==> src/rtl/divider64_if.sv <==
// Handshake and operand/result bundle between the M-extension control and divider64.
// Control (master) drives start, is_signed and the operands; the divider (slave) returns busy/done and results.
// Operands only need to be valid on the cycle start is accepted.
interface divider64_if #(
  parameter int WIDTH = 64
) ();
  logic             start;
  logic             is_signed;
  logic [WIDTH-1:0] a;
  logic [WIDTH-1:0] b;
  logic             busy;
  logic             done;
  logic [WIDTH-1:0] quotient;
  logic [WIDTH-1:0] remainder;

  modport master (
    output start, is_signed, a, b,
    input  busy, done, quotient, remainder
  );

  modport slave (
    input  start, is_signed, a, b,
    output busy, done, quotient, remainder
  );
endinterface

==> src/rtl/divider64.sv <==
// Iterative radix-2 restoring divider, RV64M DIV/DIVU/REM/REMU semantics (quotient and remainder together).
// Latency: WIDTH+2 clocks from start to done (2 clocks for b=0 / signed overflow when DIVIDER64_EARLY_OUT_EN is defined).
// Backpressure: start is taken only while idle; start during busy is ignored, results hold until the next done.
module divider64 #(
  parameter int WIDTH = 64
) (
  input  logic        clk,
  input  logic        reset_n,
  divider64_if.slave  dif
);

  localparam int CW = $clog2(WIDTH) + 1;
  localparam logic [WIDTH-1:0] MIN_NEG = {1'b1, {(WIDTH-1){1'b0}}};

  typedef enum logic [1:0] {IDLE, CALC, FINISH} state_t;

  state_t           state, state_nxt;
  logic [WIDTH-1:0] a_q;        // original dividend, needed for the b=0 remainder
  logic [WIDTH-1:0] divisor;    // |b| (or b when unsigned)
  logic [WIDTH-1:0] dvd;        // dividend bits shift out the top, quotient bits shift in the bottom
  logic [WIDTH-1:0] rem;        // partial remainder
  logic [CW-1:0]    cnt;
  logic             q_neg;
  logic             r_neg;
  logic             div_zero;
  logic             ovf;
  logic             done_q;
  logic [WIDTH-1:0] quo_out;
  logic [WIDTH-1:0] rem_out;

  // operand classification at the accept point
  logic a_neg_in, b_neg_in, b_zero_in, ovf_in;
  assign a_neg_in  = dif.is_signed & dif.a[WIDTH-1];
  assign b_neg_in  = dif.is_signed & dif.b[WIDTH-1];
  assign b_zero_in = (dif.b == '0);
  assign ovf_in    = dif.is_signed && (dif.a == MIN_NEG) && (dif.b == '1);

  // Trial subtraction. The shifted partial remainder is WIDTH+1 bits; its top bit is rem[WIDTH-1].
  // If that bit is set the shifted value already exceeds any divisor, so the subtraction cannot borrow.
  // Otherwise the carry-out of the WIDTH+1 bit add (low bits + ~divisor + 1) decides.
  logic [WIDTH-1:0] rem_sh_lo;
  logic [WIDTH:0]   trial;
  logic             no_borrow;
  assign rem_sh_lo = {rem[WIDTH-2:0], dvd[WIDTH-1]};
  assign trial     = {1'b0, rem_sh_lo} + {1'b0, ~divisor} + {{WIDTH{1'b0}}, 1'b1};
  assign no_borrow = rem[WIDTH-1] | trial[WIDTH];

  // sign fixup followed by the special-case overrides
  logic [WIDTH-1:0] q_fin, r_fin;
  always_comb begin
    q_fin = q_neg ? -dvd : dvd;
    r_fin = r_neg ? -rem : rem;
    if (div_zero) begin
      q_fin = '1;
      r_fin = a_q;
    end else if (ovf) begin
      q_fin = a_q;
      r_fin = '0;
    end
  end

  // state register
  always_ff @(posedge clk or negedge reset_n) begin
    if (!reset_n) state <= IDLE;
    else          state <= state_nxt;
  end

  // next-state logic
  always_comb begin
    state_nxt = state;
    case (state)
      IDLE: begin
        if (dif.start) begin
`ifdef DIVIDER64_EARLY_OUT_EN
          state_nxt = (b_zero_in || ovf_in) ? FINISH : CALC;
`else
          state_nxt = CALC;
`endif
        end
      end
      CALC:    if (cnt == CW'(1)) state_nxt = FINISH;
      FINISH:  state_nxt = IDLE;
      default: state_nxt = IDLE;
    endcase
  end

  // datapath: operand capture, one restoring step per CALC cycle, result registration in FINISH
  always_ff @(posedge clk or negedge reset_n) begin
    if (!reset_n) begin
      a_q      <= '0;
      divisor  <= '0;
      dvd      <= '0;
      rem      <= '0;
      cnt      <= '0;
      q_neg    <= 1'b0;
      r_neg    <= 1'b0;
      div_zero <= 1'b0;
      ovf      <= 1'b0;
      quo_out  <= '0;
      rem_out  <= '0;
    end else begin
      case (state)
        IDLE: begin
          if (dif.start) begin
            a_q      <= dif.a;
            divisor  <= b_neg_in ? -dif.b : dif.b;
            dvd      <= a_neg_in ? -dif.a : dif.a;
            rem      <= '0;
            cnt      <= CW'(WIDTH);
            q_neg    <= a_neg_in ^ b_neg_in;
            r_neg    <= a_neg_in;
            div_zero <= b_zero_in;
            ovf      <= ovf_in;
          end
        end
        CALC: begin
          rem <= no_borrow ? trial[WIDTH-1:0] : rem_sh_lo;
          dvd <= {dvd[WIDTH-2:0], no_borrow};
          cnt <= cnt - CW'(1);
        end
        FINISH: begin
          quo_out <= q_fin;
          rem_out <= r_fin;
        end
        default: ;
      endcase
    end
  end

  // done pulses in the cycle after the FINISH edge
  always_ff @(posedge clk or negedge reset_n) begin
    if (!reset_n) done_q <= 1'b0;
    else          done_q <= (state == FINISH);
  end

  assign dif.busy      = (state != IDLE);
  assign dif.done      = done_q;
  assign dif.quotient  = quo_out;
  assign dif.remainder = rem_out;

endmodule

==> src/flat_wrapper.sv <==
// flat-port wrapper written by rule: the top's interface ports become plain ports
module divider64_flat 
#(
  parameter int WIDTH = 64
)
  (clk, reset_n, dif_start, dif_is_signed, dif_a, dif_b, dif_busy, dif_done, dif_quotient, dif_remainder);
  divider64_if #(.WIDTH(WIDTH)) dif_i ();
  input  logic clk;
  input  logic reset_n;
  input wire logic [$bits(dif_i.start)-1:0] dif_start;
  input wire logic [$bits(dif_i.is_signed)-1:0] dif_is_signed;
  input wire logic [$bits(dif_i.a)-1:0] dif_a;
  input wire logic [$bits(dif_i.b)-1:0] dif_b;
  output wire logic [$bits(dif_i.busy)-1:0] dif_busy;
  output wire logic [$bits(dif_i.done)-1:0] dif_done;
  output wire logic [$bits(dif_i.quotient)-1:0] dif_quotient;
  output wire logic [$bits(dif_i.remainder)-1:0] dif_remainder;
  assign dif_i.start = dif_start;
  assign dif_i.is_signed = dif_is_signed;
  assign dif_i.a = dif_a;
  assign dif_i.b = dif_b;
  assign dif_busy = dif_i.busy;
  assign dif_done = dif_i.done;
  assign dif_quotient = dif_i.quotient;
  assign dif_remainder = dif_i.remainder;
  divider64 #(.WIDTH(WIDTH)) u_core (.clk(clk), .reset_n(reset_n), .dif(dif_i));
endmodule
==> config.mk <==
export PLATFORM = sky130hd
export DESIGN_NAME = divider64_flat
export DESIGN_NICKNAME = d
export VERILOG_FILES = /design/src/rtl/divider64_if.sv /design/src/rtl/divider64.sv /design/src/flat_wrapper.sv
export SDC_FILE = /design/constraint.sdc
export NUM_CORES = 1
export LEC_CHECK = 0
export CORE_ASPECT_RATIO = 0.8
export CORE_MARGIN = 3
export CORE_UTILIZATION = 53
export CTS_CLUSTER_DIAMETER = 120
export DETAILED_ROUTE_END_ITERATION = 6
export PLACE_DENSITY = 0.83
export RECOVER_POWER = 25
export REMOVE_ABC_BUFFERS = 1
export SYNTH_ARGS = -nofsm -noshare
export SYNTH_HDL_FRONTEND = slang
export SYNTH_SLANG_ARGS = --single-unit
==> constraint.sdc <==
create_clock -name clk -period 3.9 [get_ports clk]
set_input_delay 0.78 -clock clk [delete_from_list [all_inputs] [get_ports clk]]
set_output_delay 0.78 -clock clk [all_outputs]
set_load 0.01 [all_outputs]
# ---- After elaboration in Yosys (flattened, before gate mapping)
# Cells that the tools add are included.
# Widths: inputs -> output; s select.
dict set report classes {
  bitwise_logic 5
  eq_ne 7
  addsub 7
  n_mux 18
  reduce_logical 9
}
# op n
set ops {}
lappend ops {{$mux 64} 11}
lappend ops {{$neg 64->64} 4}
lappend ops {{$pmux 64 s2} 2}
lappend ops {{$eq 64x64->1 const B} 2}
lappend ops {{$add 64x64->65} 1}
lappend ops {{$add 65x1->65 const B} 1}
lappend ops {{$logic_not 64->1} 1}
lappend ops {{$not 64->64} 1}
lappend ops {{$pmux 7 s2} 1}
lappend ops {{$eq 7x1->1 const B} 1}
lappend ops {{$mux 7} 1}
lappend ops {{$sub 7x1->7 const B} 1}
lappend ops {{$reduce_and 2->1} 3}
lappend ops {{$mux 2} 2}
lappend ops {{$pmux 2 s2} 1}
lappend ops {{$reduce_bool 2->1} 2}
lappend ops {{$and 1x1->1} 2}
lappend ops {{$eq 2x1->1 const B} 1}
lappend ops {{$eq 2x2->1 const B} 1}
lappend ops {{$logic_and 1x1->1} 2}
lappend ops {{$logic_not 2->1} 1}
lappend ops {{$ne 2x1->1 const B} 1}
lappend ops {{$ne 2x2->1 const B} 1}
lappend ops {{$or 1x1->1} 1}
lappend ops {{$xor 1x1->1} 1}
dict set report totals {
  register_bits 398
  elab_cells 59
  out_inout_bits 130
}

# ---- Logic depth before layout (Yosys ltp)
# Gate-level depths: netlist (run 1).
dict set report depth {
  word_depth 6
  mapped_depth 15
  depth_no_buf 14
}

# ---- Worst setup path after synthesis (run 1)
# OpenSTA, ideal clock, no wires.
dict set report synth_path {
  path_type {in2reg}
  startpoint {input port dif_a[16]}
  endpoint {register u_core.dvd[53]}
  path_stages 10
  arrival_ns 3.464
  path_slack_ns 0.303
  path_cell_list {or3_1 or3_1 or3_1 or2_1 or4_1 nor2_1 nand2_1 o41ai_1 xor2_1 o21ai_0}
}
dict set report synth_via {
  elab_chain_len 4
}
# element line_no
set synth_lines {}
lappend synth_lines {{start: declaration} flat_wrapper.sv:12} ;# input wire logic [$bits(dif_i.a)-1:0] dif_a;
lappend synth_lines {{$neg 64->64} divider64.sv:107} ;# dvd <= a_neg_in ? -dif.a : dif.a;
lappend synth_lines {{$mux 64} divider64.sv:107}
lappend synth_lines {{$mux 64} divider64.sv:104} ;# if (dif.start) begin
lappend synth_lines {{$pmux 64 s2} divider64.sv:102} ;# case (state)
lappend synth_lines {{end signal: assignment} divider64.sv:107}
lappend synth_lines {{end signal: assignment} divider64.sv:118} ;# dvd <= {dvd[WIDTH-2:0], no_borrow};
lappend synth_lines {{end: declaration} divider64.sv:20} ;# logic [WIDTH-1:0] dvd;
# Every way passes these cells. The select of a mux whose other input is x is not followed.
# A chain may end at the register's enable or synchronous reset.

# ---- Final worst setup path (run 1)
dict set report layout_path {
  startpoint {register u_core.dvd[16]}
  endpoint {register u_core.quo_out[61] (netlist: u_core.dif.quotient[61])}
}
dict set report layout_via {
  elab_chain_len 4
}
# element line_no
set layout_lines {}
lappend layout_lines {{$neg 64->64} divider64.sv:51} ;# q_fin = q_neg ? -dvd : dvd;
lappend layout_lines {{$mux 64} divider64.sv:51}
lappend layout_lines {{$mux 64} divider64.sv:56} ;# end else if (ovf) begin
lappend layout_lines {{$mux 64} divider64.sv:53} ;# if (div_zero) begin
lappend layout_lines {{end signal: assignment} divider64.sv:122} ;# quo_out <= q_fin;
lappend layout_lines {{end: declaration} divider64.sv:28} ;# logic [WIDTH-1:0] quo_out;
# Every way passes these cells.

==> results of run 1 <==
worst paths after layout:
| path | to | slack [ns] | depth (start not counted) |
|---|---|---|---|
| max in group asynchronous | u_core.ovf$_DFFE_PN0P_ | 0.65 | 2 |
| hold reg to reg | u_core.divisor[15]$_DFFE_PN0P_ | 0.48 | 2 |
| hold / removal | u_core.divisor[15]$_DFFE_PN0P_ | 0.48 | 2 |
| setup / recovery | u_core.dif.quotient[61]$_DFFE_PN0P_ | 0.07 | 11 |
| min in group asynchronous | u_core.rem[9]$_DFFE_PN0P_ | 0.93 | 1 |
| setup reg to reg | u_core.dif.quotient[61]$_DFFE_PN0P_ | 0.07 | 11 |
worst max-delay path: stages, from the launching register on:
cell                      delay [ns]
sky130_fd_sc_hd__dfrtp_1        0.38
sky130_fd_sc_hd__or4_4          0.58
sky130_fd_sc_hd__or4_4          0.47
sky130_fd_sc_hd__or4_4          0.58
sky130_fd_sc_hd__or2_4          0.28
sky130_fd_sc_hd__or3_4          0.35
sky130_fd_sc_hd__or2_4          0.27
sky130_fd_sc_hd__o41ai_4        0.30
sky130_fd_sc_hd__xor2_1         0.20
sky130_fd_sc_hd__nor2_1         0.06
sky130_fd_sc_hd__a21oi_1        0.15
sky130_fd_sc_hd__a21oi_1        0.08
through the flow:
stage,hold slack (ns),total power [uW],area (sq um),worst slack (ns),util
2_1_floorplan,0.447,4390,24800,-3.29,-
3_3_place_gp,0.460,4800,29900,-0.328,0.633
3_5_place_dp,0.470,4800,29900,-0.366,0.633
4_1_cts,0.250,9030,31400,0.0764,0.663
5_1_grt,0.497,9230,31300,0.0146,0.663
6_report,0.478,8990,31300,0.0689,0.663
report_power, final:
part	leakage, uW	internal, uW	switching [uW]
combinational	0.00775	266	331
sequential	0.00530	4130	0
clock	0.000720	2480	1790
flip-flops by register name, indices dropped and copies added, names as in the netlist:
name	flops
u_core.state	2
u_core.r_neg	1
u_core.q_neg	1
u_core.dvd	64
u_core.divisor	64
u_core.dif.done	1
u_core.dif.remainder	64
u_core.cnt	7
u_core.rem	64
u_core.dif.quotient	64
u_core.a_q	64
u_core.div_zero	1
u_core.ovf	1
cell type report:
class	instances	area (sq um)	area share
multi-input combinational	2407	14500	0.463
sequential	398	9970	0.318
timing repair buffer	470	4220	0.135
clock buffer	57	1220	0.0389
tap	620	776	0.0248
inverter	106	400	0.0128
clock inverter	21	239	0.00763
layer usage:
| layer | up-vias | routed length, microns |
|---|---|---|
| met5 | - | 0 |
| met4 | 0 | 3490 |
| met3 | 215 | 9040 |
| met2 | 1327 | 35400 |
| met1 | 11737 | 35400 |
| li1 | 11628 | - |
cell usage after synthesis (5+ instances only):
library cell / number / area share
sky130_fd_sc_hd__nand2b_1: 20 / 0.0049
sky130_fd_sc_hd__a31oi_1: 14 / 0.0034
sky130_fd_sc_hd__nand4_1: 36 / 0.0088
sky130_fd_sc_hd__xor2_1: 111 / 0.038
sky130_fd_sc_hd__mux2i_1: 50 / 0.020
sky130_fd_sc_hd__a221oi_1: 56 / 0.019
sky130_fd_sc_hd__dfrtp_1: 398 / 0.39
sky130_fd_sc_hd__a21o_1: 35 / 0.010
sky130_fd_sc_hd__o22ai_1: 21 / 0.0052
sky130_fd_sc_hd__o41ai_1: 32 / 0.011
sky130_fd_sc_hd__nand3_1: 37 / 0.0073
sky130_fd_sc_hd__or4_1: 28 / 0.0083
sky130_fd_sc_hd__and2_1: 8 / 0.0020
sky130_fd_sc_hd__or3_1: 37 / 0.0091
sky130_fd_sc_hd__ha_1: 71 / 0.035
sky130_fd_sc_hd__xnor2_1: 194 / 0.067
sky130_fd_sc_hd__a21oi_1: 251 / 0.049
sky130_fd_sc_hd__or2_2: 11 / 0.0027
sky130_fd_sc_hd__o211ai_1: 7 / 0.0021
sky130_fd_sc_hd__o21ai_0: 311 / 0.061
sky130_fd_sc_hd__inv_1: 106 / 0.016
sky130_fd_sc_hd__nor3_1: 53 / 0.010
sky130_fd_sc_hd__nand2_1: 448 / 0.066
sky130_fd_sc_hd__and3_1: 9 / 0.0022
sky130_fd_sc_hd__buf_1: 12 / 0.0018
sky130_fd_sc_hd__a21boi_0: 6 / 0.0018
sky130_fd_sc_hd__o21bai_1: 14 / 0.0041
sky130_fd_sc_hd__o31ai_1: 48 / 0.014
sky130_fd_sc_hd__nor2b_1: 12 / 0.0029
sky130_fd_sc_hd__a221o_1: 5 / 0.0020
sky130_fd_sc_hd__nor4_1: 37 / 0.0091
sky130_fd_sc_hd__nor2_1: 311 / 0.046
sky130_fd_sc_hd__clkbuf_1: 169 / 0.025
sky130_fd_sc_hd__a32oi_1: 7 / 0.0024
sky130_fd_sc_hd__a22oi_1: 66 / 0.019
cells by family after synthesis:
kind of cell,count (synthesis),synth area share
and+or+nand+nor,1075,0.189
adders and majority gates,72,0.0357
muxes,50,0.0196
AOI/OAI and AO/OA,905,0.217
buffers and inverters,290,0.0430
DFF,398,0.391
xor gates and xnor gates,305,0.105
==> impl_summary.log, run 1 <==
[metrics] Synth Register Bits: 398
[metrics] Min-Delay Path Class: flop to flop
[metrics] global-route track usage on met1: 0.471
[metrics] All-Layer GR Usage: 0.325
[metrics] clock latency on the worst-skew pair: 0.60 ns
[metrics] Lkg Pwr: 0.0138 uW
[metrics] starting utilization of the core area: 0.539
[metrics] max-cap check violation count: 1
[metrics] H-tree level count: 2
[metrics] worst-margin pin slew: 2.49 ns
[metrics] wire length of the first global-routing pass: 132000 microns
[metrics] worst setup skew after layout: 0.0340 ns
[metrics] sort of element at the end of the critical path: flop
[metrics] Worst VDD drop: 242 uV
[metrics] maximum clock path buffer count: 3
[metrics] sort of element at the start of the critical path: flop
[metrics] power density of the placed cells: 287 nW/um^2
[metrics] antenna violations before repair: 0
[metrics] number of filler instances in the final layout: 3851
[metrics] sum of overflow across all layers after global routing: 0
[metrics] start point of the worst min-delay path: u_core.divisor[15]$_DFFE_PN0P_
[metrics] cell count after placement: 4001
[metrics] data arrival time of the critical path: 4.29 ns
[metrics] most used cells in the layout excluding fill and tap cells: sky130_fd_sc_hd__nand2_1, sky130_fd_sc_hd__dfrtp_1, sky130_fd_sc_hd__o21ai_0, sky130_fd_sc_hd__nor2_1, sky130_fd_sc_hd__clkdlybuf4s50_1
[metrics] routed via count divided by cell count: 6.11
[metrics] via count of the first global-routing pass: 23608
[metrics] CTS tree: done
[metrics] first-pass iteration count of the detailed router: 6
[metrics] number of rows in the core area: 71
[metrics] number of DRC violations after detailed-routing iteration 0: 2835
[metrics] result of the run: finished, violations left
[metrics] fraction of layout instances using a drive strength above 1: 0.0937
[metrics] overall die area: 50700 sq um
[metrics] half-perimeter wire length of the detailed placement result: 62100 microns
[metrics] most common library cell in the layout ignoring fill and taps: sky130_fd_sc_hd__nand2_1
[metrics] buffer cell driving the clock tree root: sky130_fd_sc_hd__clkbuf_16
[metrics] Pins Over Slew Limit: 94
[metrics] PostCTS Resize Cnt: 0
[metrics] crit path time final: 3.83 ns
[metrics] met2 routing resource usage after global routing: 0.477
[metrics] crit-path max FO: 5
[metrics] post-synthesis cell type count: 70
[metrics] gpl congestion: 0.980
[metrics] most used flip-flop cell after synthesis: sky130_fd_sc_hd__dfrtp_1
[metrics] most used routing layer: met2
[metrics] number of CTS-inserted buffers: 43
[metrics] Synth Warn #: 0
[metrics] number of diodes added for antenna fixing: 0
[metrics] Tcrit/Tclk final: 0.982
[metrics] RSZ-0062 raised after global routing: no
[metrics] Port-buffer cells: 261
[metrics] count of hold buffers inserted by post-cts repair: 0
[metrics] die outline width: 251 microns
[metrics] classification of the worst setup path: flop to flop
[metrics] launching point of the worst reg2reg path: u_core.dvd[16]$_DFFE_PN0P_
[metrics] required time worst endpoint: 4.36 ns
[metrics] number of cells produced by synthesis: 3095
[metrics] clock-pin transition on the worst setup and hold timing paths: 0.06 ns
[metrics] fraction of registers with async set/reset: 1.00
[metrics] number of nets with antenna violations after routing: 0
[metrics] fmax: 261 MHz
[metrics] non-filler instance count after layout: 4079
[metrics] maximum number of pins on one net before global-route repair: 95
[metrics] height of the die: 202 microns
[metrics] number of setup buffers added after CTS: 0
[metrics] max-slew headroom at the worst pin: -0.658
[metrics] # IOs: 262
[metrics] Mapped Avg Cell Area: 8.23 sq um
[metrics] Routed Wire Length: 83300 microns
[metrics] area inside the core boundary: 47300 sq um
[metrics] Post-Route Setup TNS: 0 ns
[metrics] met3 usage: 0.0722
[metrics] portion of the post-synthesis area used by sequential elements: 0.391
[metrics] final count of hold timing violations: 0
[metrics] DRC violation count after routing: 0
[metrics] total vias in the final route: 24907
[metrics] final number of setup-violating endpoints: 0
[metrics] number of sinks driven by the clock tree: 398
[metrics] average routed wire per standard cell: 20.4 microns
[metrics] crit path from: u_core.dvd[16]$_DFFE_PN0P_
[metrics] failing checks: max-capacitance violations, max-slew violations
[metrics] layout-stage area growth over the synthesis result: 23.0%
[metrics] nets: 3630
[metrics] EDFF count, synth: 0
[metrics] post-synthesis instance area: 25500 sq um
No activity file was read; power rests on OpenSTA's default activity.
==> run 2, diff against run 1 <==
Settings changed: CTS_CLUSTER_DIAMETER 120 to 30.
Clock period 3.9 ns to 3.55 ns, I/O delays scaled along.
==> run 2 against run 1 <==
  * The run ends with max-capacitance violations, max-slew violations, negative setup slack left
  * Critical path depth is the same
  * Largest power group unchanged
  * Maximum frequency grew 1.0%
  * Clock power grew 96%
  * Hold slack lost 0.48 ns
  * Critical path type unchanged
  * Register-to-register slack lost 0.31 ns
  * Global-route usage grew 2.0 points
  * Cell area grew 9.7%
  * Sequential power grew 10%
  * Die area is the same
  * Clock-buffer cell count grew 46
  * Critical endpoint unchanged
  * Final cell count grew 4.7%
==> impl_summary.log, run 2 (synthesis gave the netlist of run 1 again) <==
[metrics] gate family responsible for the most delay along the worst path: simple AND/OR/NAND/NOR gates (unchanged)
[metrics] sort of element at the start of the critical path: flop (unchanged)
[metrics] dpl cell area: 30600 sq um (was 29900 sq um)
[metrics] sum of overflow across all layers after global routing: 0 (unchanged)
[metrics] max-slew headroom at the worst pin: -0.670 (was -0.658)
[metrics] result of the run: finished, violations left (unchanged)
[metrics] H-tree level count: 3 (was 2)
[metrics] cell count after placement: 4091 (was 4001)
[metrics] die outline width: 251 microns (unchanged)
[metrics] nets: 3784 (was 3630)
[metrics] multi-input logic area: 14900 sq um (was 14500 sq um)
[metrics] number of nets with antenna violations after routing: 0 (unchanged)
[metrics] number of CTS-inserted buffers: 84 (was 43)
[metrics] final count of hold timing violations: 0 (unchanged)
[metrics] most used cells in the layout excluding fill and tap cells: sky130_fd_sc_hd__nand2_1, sky130_fd_sc_hd__dfrtp_1, sky130_fd_sc_hd__nor2_1, sky130_fd_sc_hd__buf_4, sky130_fd_sc_hd__o21ai_0 (was sky130_fd_sc_hd__nand2_1, sky130_fd_sc_hd__dfrtp_1, sky130_fd_sc_hd__o21ai_0, sky130_fd_sc_hd__nor2_1, sky130_fd_sc_hd__clkdlybuf4s50_1)
[metrics] number of rows in the core area: 71 (unchanged)
[metrics] number of filler instances in the final layout: 3332 (was 3851)
[metrics] Setup WS post-layout: -0.243 ns (was 0.0689 ns)
[metrics] routed via count divided by cell count: 6.28 (was 6.11)
[metrics] fmax: 264 MHz (was 261 MHz)
[metrics] Tcrit/Tclk final: 1.07 (was 0.982)
[metrics] buffer cell driving the clock tree root: sky130_fd_sc_hd__clkbuf_16 (unchanged)
[metrics] cell repeated most along the worst path: sky130_fd_sc_hd__or4_4 (unchanged)
[metrics] setup slack, reg-to-reg: -0.24 ns (was 0.07 ns)
[metrics] area used by sequential logic in the layout: 9970 sq um (about the same)
[metrics] RSZ-0062 raised after global routing: yes (was no)
[metrics] buffering stage count on the worst path with inverters included: 0 (unchanged)
[metrics] first-pass iteration count of the detailed router: 6 (unchanged)
[metrics] starting utilization of the core area: 0.539 (unchanged)
[metrics] biggest cell delay along the critical path: 0.56 ns (was 0.58 ns)
[metrics] Lkg Pwr: 0.0153 uW (was 0.0138 uW)
[metrics] final design instance area without fill: 34400 sq um (was 31300 sq um)
[metrics] DRC violation count after routing: 0 (unchanged)
[metrics] Worst VDD drop: 366 uV (was 242 uV)
[metrics] height of the die: 202 microns (unchanged)
[metrics] power density of the placed cells: 396 nW/um^2 (was 287 nW/um^2)
[metrics] failing checks: max-capacitance violations, max-slew violations, negative setup slack (was max-capacitance violations, max-slew violations)
[metrics] All-Layer GR Usage: 0.345 (was 0.325)
[metrics] most common library cell in the layout ignoring fill and taps: sky130_fd_sc_hd__nand2_1 (unchanged)
[metrics] Routed Wire Length: 91600 microns (was 83300 microns)
[metrics] Port-buffer cells: 261 (unchanged)
[metrics] Min-Delay Path Class: input pin to asynchronous set/reset pin (was flop to flop)
[metrics] required time worst endpoint: 4.04 ns (was 4.36 ns)
[metrics] half-perimeter wire length of the detailed placement result: 63400 microns (was 62100 microns)
[metrics] average routed wire per standard cell: 21.4 microns (was 20.4 microns)
[metrics] # IOs: 262 (unchanged)
[metrics] via count of the first global-routing pass: 25620 (was 23608)
[metrics] classification of the worst setup path: flop to flop (unchanged)
[metrics] CTS tree: done (unchanged)
[metrics] clock latency on the worst-skew pair: 0.63 ns (was 0.60 ns)
[metrics] total vias in the final route: 26804 (was 24907)
[metrics] Post-Place Worst Slack: -0.688 ns (was -0.366 ns)
[metrics] non-filler instance count after layout: 4270 (was 4079)
[metrics] layout-stage area growth over the synthesis result: 35.0% (was 23.0%)
[metrics] number of DRC violations after detailed-routing iteration 0: 3387 (was 2835)
[metrics] number of sinks driven by the clock tree: 398 (unchanged)
[metrics] worst-margin pin slew: 2.51 ns (was 2.49 ns)
[metrics] worst setup skew after layout: 0.0262 ns (was 0.0340 ns)
[metrics] crit path time final: 3.79 ns (was 3.83 ns)
[metrics] sort of element at the end of the critical path: flop (unchanged)
[metrics] maximum clock path buffer count: 3 (unchanged)
[metrics] clock-pin transition on the worst setup and hold timing paths: 0.05 ns (was 0.06 ns)
[metrics] antenna violations before repair: 0 (unchanged)
[metrics] maximum number of pins on one net before global-route repair: 120 (was 95)
[metrics] gpl congestion: 0.980 (unchanged)
[metrics] max-cap check violation count: 3 (was 1)
[metrics] data arrival time of the critical path: 4.29 ns (about the same)
[metrics] overall die area: 50700 sq um (unchanged)
[metrics] Crit-path slowest cell: sky130_fd_sc_hd__or4_4 (unchanged)
[metrics] Pins Over Slew Limit: 199 (was 94)
[metrics] area inside the core boundary: 47300 sq um (unchanged)
[metrics] fraction of layout instances using a drive strength above 1: 0.156 (was 0.0937)
[metrics] wire length of the first global-routing pass: 140000 microns (was 132000 microns)
[metrics] list of cells traversed by the critical path: or4_4, or4_4, or4_4, or2_4, or3_4, or2_4, o41ai_4, xor2_1, nor2_1, a21oi_1, a21oi_1 (unchanged)
[metrics] crit-path max FO: 2 (was 5)
[metrics] final number of setup-violating endpoints: 5 (was 0)
[run 2: final cells by class]
class,count,share of cell area
Clock inverter,52,0.0221
Clock buffer,103,0.0668
Tap cell,620,0.0226
Timing Repair Buffer,582,0.153
Multi-Input combinational cell,2408,0.434
Sequential cell,398,0.290
Antenna cell,1,0.0000728
Inverter,106,0.0116
[run 2: power by group]
part | total, uW | switching, uW | internal (uW) | leakage (uW)
registers | 4550 | 0 | 4550 | 0.00530
logic | 686 | 380 | 306 | 0.00849
clock network | 8370 | 2760 | 5600 | 0.00147
[run 2: final timing paths]
path,to,startpoint,cells past startpoint
worst max register to register,u_core.dif.quotient[61]$_DFFE_PN0P_,u_core.dvd[16]$_DFFE_PN0P_,11
worst max-delay path,u_core.dif.quotient[61]$_DFFE_PN0P_,u_core.dvd[16]$_DFFE_PN0P_,11
min in group clk,u_core.divisor[49]$_DFFE_PN0P_,u_core.divisor[49]$_DFFE_PN0P_,2
max in group asynchronous,u_core.div_zero$_DFFE_PN0P_,reset_n,2
worst min register to register,u_core.divisor[49]$_DFFE_PN0P_,u_core.divisor[49]$_DFFE_PN0P_,2
worst min-delay path,u_core.divisor[7]$_DFFE_PN0P_,reset_n,1
[run 2: metrics by stage]
stage          utilization  TNS, ns  hold slack [ns]  power (uW)
6_report             0.727   -0.384          0.00130       13600
5_1_grt              0.727    -1.12           0.0173       13900
4_1_cts              0.717   -0.180           0.0246       13600
3_5_place_dp         0.647    -8.60            0.468        5290
3_3_place_gp         0.647    -7.07            0.460        5280
2_1_floorplan            -  -674.57            0.414        4820
[run 2: routing by layer]
| metal | vias up | GRT usage | wire length [microns] |
|---|---|---|---|
| met5 | - | 0 | 0 |
| met4 | 0 | 0.149 | 4480 |
| met3 | 364 | 0.0875 | 10900 |
| met2 | 1783 | 0.525 | 40200 |
| met1 | 12669 | 0.469 | 36000 |
| li1 | 11988 | - | - |
[run 2: what timing repair did]
item | in CTS | in global routing
cloned | 5 | 3
setup endpoints to repair | 70 | 83
setup buffers | 3 | 11
hold buffers | 0 | 0
pin swaps | 5 | 33
gates resized for setup | 26 | 102
